### config.mk
export PLATFORM = sky130hd
export DESIGN_NAME = fp_tag_pipeline
export DESIGN_NICKNAME = d
export VERILOG_FILES = /design/src/rtl/fp_tag_pipeline.sv
export SDC_FILE = /design/constraint.sdc
export NUM_CORES = 1
export LEC_CHECK = 0
export ABC_AREA = 0
export BUFFER_PORTS_ARGS = -buffer_cell sky130_fd_sc_hd__buf_2
export CAP_MARGIN = 20
export CORE_MARGIN = 3
export CORE_UTILIZATION = 40
export DETAILED_ROUTE_END_ITERATION = 16
export PLACE_DENSITY = 0.67
export SETUP_SLACK_MARGIN = 0.05
export SLEW_MARGIN = 15
export SYNTH_ARGS = -nofsm -noshare
export SYNTH_HDL_FRONTEND = slang
export SYNTH_SLANG_ARGS = --single-unit
### constraint.sdc
create_clock -name clk -period 6.8 [get_ports clk]
set_input_delay 1.36 -clock clk [delete_from_list [all_inputs] [get_ports clk]]
set_output_delay 1.36 -clock clk [all_outputs]
set_load 0.05 [all_outputs]
### src/rtl/fp_tag_pipeline.sv
// fp_tag_pipeline: latency-matching valid/tag delay line with selectable depth, flush and occupancy
//   clk        rising-edge clock
//   aclr_n     asynchronous active-low reset
//   clk_en     advance enable, 0 freezes all state
//   flush      synchronous discard of all in-flight entries (acts regardless of clk_en)
//   in_valid   entry present this cycle
//   in_tag     sideband tag of the entry
//   lat_sel    0 selects STAGES_MAX, 1 selects STAGES_ALT (applied only while empty)
//   out_valid  entry leaving this cycle
//   out_nop    ~out_valid
//   out_tag    tag of the leaving entry
//   occupancy  entries in flight, including the output stage
//   empty      occupancy == 0
//   lat_active latency selection currently applied
module fp_tag_pipeline #(
    parameter int STAGES_MAX = 7,
    parameter int STAGES_ALT = 5,
    parameter int TAG_W = 8,
    localparam int CNT_W = $clog2(STAGES_MAX + 1)
) (
    input  logic             clk,
    input  logic             aclr_n,
    input  logic             clk_en,
    input  logic             flush,
    input  logic             in_valid,
    input  logic [TAG_W-1:0] in_tag,
    input  logic             lat_sel,
    output logic             out_valid,
    output logic             out_nop,
    output logic [TAG_W-1:0] out_tag,
    output logic [CNT_W-1:0] occupancy,
    output logic             empty,
    output logic             lat_active
);
    // stages at or beyond the short latency are forced invalid in short mode
    localparam logic [STAGES_MAX-1:0] ALT_MASK = {{(STAGES_MAX - STAGES_ALT){1'b0}}, {STAGES_ALT{1'b1}}};
    logic [STAGES_MAX-1:0] v;
    logic [TAG_W-1:0]      t [STAGES_MAX];
    logic [CNT_W-1:0]      occ;
    always_comb begin
        out_valid = lat_active ? v[STAGES_ALT-1] : v[STAGES_MAX-1];
        out_tag   = lat_active ? t[STAGES_ALT-1] : t[STAGES_MAX-1];
        out_nop   = ~out_valid;
        occupancy = occ;
        empty     = occ == '0;
    end
    always_ff @(posedge clk or negedge aclr_n) begin
        if (!aclr_n) begin
            v          <= '0;
            occ        <= '0;
            lat_active <= 1'b0;
            for (int i = 0; i < STAGES_MAX; i++) t[i] <= '0;
        end else begin
            // switching only while drained keeps every in-flight entry on one latency
            if (clk_en && occ == '0) lat_active <= lat_sel;
            if (flush) begin
                v   <= '0;
                occ <= '0;
            end else if (clk_en) begin
                v    <= {v[STAGES_MAX-2:0], in_valid} & (lat_active ? ALT_MASK : '1);
                t[0] <= in_tag;
                for (int i = 1; i < STAGES_MAX; i++) t[i] <= t[i-1];
                occ  <= occ + CNT_W'(in_valid) - CNT_W'(out_valid);
            end
        end
    end
endmodule

==> impl_metrics.tcl <==
set metrics [dict create \
    status "finished clean" \
    reg2reg_slack_ns 4.28 \
    fillers 558 \
    antenna_found_initial 0 \
    whs_path_depth 1 \
    antenna_left 0 \
    p_per_area_nw_per_um2 397 \
    grt-ovfl-total 0 \
    holdCritPathClass "flip-flop to flip-flop" \
    layout.nets 227 \
    chipHeight_um 88.8 \
    vias 1447 \
    die_w_um 88.8 \
    drtIter0Drc 103 \
    diodes 0 \
    synth_common_cells "dfrtp_1, mux2_1, mux2_2" \
    globalplace.congestion 0.699 \
    final-setup-viol-count 0 \
    drt-vias-per-instance 4.97 \
    wirelength_mm 3.90 \
    post_cts_resize_count 0 \
    cts_setup_buffers 0 \
    synth-seq-area-share_pct 61.2 \
    netlist_area_um2 2740 \
    critical_path_class "flip-flop to output pin" \
    max_stage_delay_ns 0.68 \
    grt_pass1_vias 1486 \
    layout_worst_path_cycle_share_pct 43.7 \
    hold_buffers 0 \
    wl_per_cell_um 13.4 \
    yosysWarnings 0 \
    rows 29 \
    core_region_area_um2 6490 \
    syn_to_final_growth_pct 14.1 \
    cts_tree "yes" \
    dr.pass1.iters 4 \
    rsz0062_at_grt "false" \
    ir_drop_mv 0.132 \
    arrival_ns 1.61 \
    cp_max_fo 13 \
    clkTransAtPathRegs_ns 0.07 \
    cts.sinks 67 \
    synth_cell_types 19 \
    numPortBuffers 28 \
    crit_family "flip-flops" \
    worstHoldStart "t[10]" \
    async_flop_share_pct 100 \
    clockBufferDepth 2 \
    grt_usage_pct 11.3 \
    crit_buf_inv 1 \
    synthFlopType "dfrtp_1" \
    synth_area_leader_cell "dfrtp_1" \
    dpl.hpwl_mm 2.54 \
    worstSkewPairLatency_ns 0.33 \
    fmax_mhz 336 \
    finalPower_mw 1.24 \
    rr_startpoint "lat_active" \
    remaining_drc_errors 0 \
    syn-mean-instance-area_um2 15.4 \
    ios 29 \
    grt_first_pass_wirelength_mm 6.80 \
    cp-end-kind "output pin" \
    drive_gt1_share_pct 33.2 \
    power.leakage_nw 1.47 \
    relSlewSlack_pct 46.6 \
    hold_violations 0 \
    startpoint_type "flip-flop" \
    yosysMostFrequentCell "dfrtp_1" \
    initial_utilization_pct 42.2 \
    synth_seq_cells 67 \
    crit_path_cell_trace "mux2_2 -> buf_2" \
    cts_buffers 9 \
    drv_cap 0 \
    fin_crit_ns 2.97 \
    r2r_cells 10 \
    synth_top_area_share_pct 61.2 \
    worstPathRequired_ns 5.44 \
    dieArea_um2 7880 \
    crit_slowest_cell "dfrtp_1" \
    cts_max_level 3 \
    cts-root-buf "clkbuf_8" \
    drv_slew 0 \
    ys_top_cells_by_area "dfrtp_1, mux2_1, mux2_2" \
    tightest_slew_ns 0.800 \
    grt_max_degree 68 \
    syn_inst 178 \
    setup_tns_ns 0 \
    synth_edf_count 0 \
    crit-reg2reg-capture "occupancy[2]" \
    synth_fp_nets 195 \
    hold_end "t[2]" \
    fin_skew_ns 0.00614 \
]
## metrics by stage
| stage | util, % | instance area (um^2) | cells | hold WS [ns] | worst slack, ns |
|---|---|---|---|---|---|
| 3_3_place_gp | 45.0 | 2920 | 276 | 0.464 | 3.84 |
| 5_1_grt | 48.2 | 3130 | 291 | 0.498 | 3.73 |
| 2_1_floorplan | - | 2740 | 178 | 0.452 | 2.86 |
| 6_report | 48.2 | 3130 | 291 | 0.482 | 3.83 |
| 4_1_cts | 48.2 | 3130 | 291 | 0.485 | 3.77 |
| 3_5_place_dp | 45.0 | 2920 | 276 | 0.471 | 3.82 |
## report_power, final
part | switching [mW] | internal, mW
clock network | 0.136 | 0.204
logic | 0.180 | 0.127
registers | 0.0703 | 0.526
## how the worst max path moves through the flow
stage / startpoint / end / slack (ns) / depth (start not counted)
floorplan: lat_active / occupancy[2] / 2.86 / 11
global placement: clk_en / t[49] / 3.84 / 4
detailed placement: clk_en / t[49] / 3.82 / 4
CTS: lat_active / out_tag[7] / 3.77 / 2
global route: lat_active / out_tag[6] / 3.73 / 2
finish: lat_active / out_tag[1] / 3.83 / 2
## cells in the final DEF, fill, tap and decap left out
master / instances
buf_2: 28
mux2_2: 25
nor2b_4: 1
clkinv_2: 2
fa_1: 1
dfrtp_1: 67
ha_1: 2
nor2_1: 8
inv_1: 5
clkinv_4: 1
mux2i_1: 8
a31o_2: 1
xor2_1: 1
buf_4: 2
bufinv_16: 2
clkbuf_1: 1
nand2_1: 1
clkbuf_8: 9
nor3_1: 1
a21oi_1: 3
nand2b_1: 3
mux2_1: 40
nand3b_1: 2
## layout make-up
| type | count | area (um^2) | share of cell area [%] |
|---|---|---|---|
| repair buffers | 30 | 155 | 4.96 |
| clock buffers | 10 | 128 | 4.08 |
| clock inverters | 5 | 78.8 | 2.52 |
| multi-input cells | 97 | 976 | 31.2 |
| well taps | 77 | 96.3 | 3.08 |
| flip-flops and latches | 67 | 1680 | 53.6 |
| inverters | 5 | 18.8 | 0.600 |
## registers in the layout (all words and copies together), names as in the netlist
name and count:
lat_active 1, occupancy 3, t 56, v 7
## per-layer routing
| layer | global-route usage [%] | up-vias | share of wire, % |
|---|---|---|---|
| met5 | 0 | - | 0 |
| met4 | 7.83 | 0 | 2.7 |
| met2 | 17.0 | 26 | 47 |
| met1 | 14.6 | 731 | 47 |
| li1 | - | 682 | - |
| met3 | 2.51 | 8 | 3.7 |
## logic make-up (layout without fill, tap and decap cells)
group                    after synthesis  in the layout  share of synthesized area (%)
multiplexers                          73             73                           29.6
AND/OR/NAND/NOR                       16             16                           2.97
adder cells (fa/ha/maj)                3              3                           1.64
AO/OA/AOI/OAI                          4              4                          0.867
buffers and inverters                 14             50                           3.42
flip-flops                            67             67                           61.2
XOR/XNOR                               1              1                          0.320
Power figures use the tool's default switching activity.
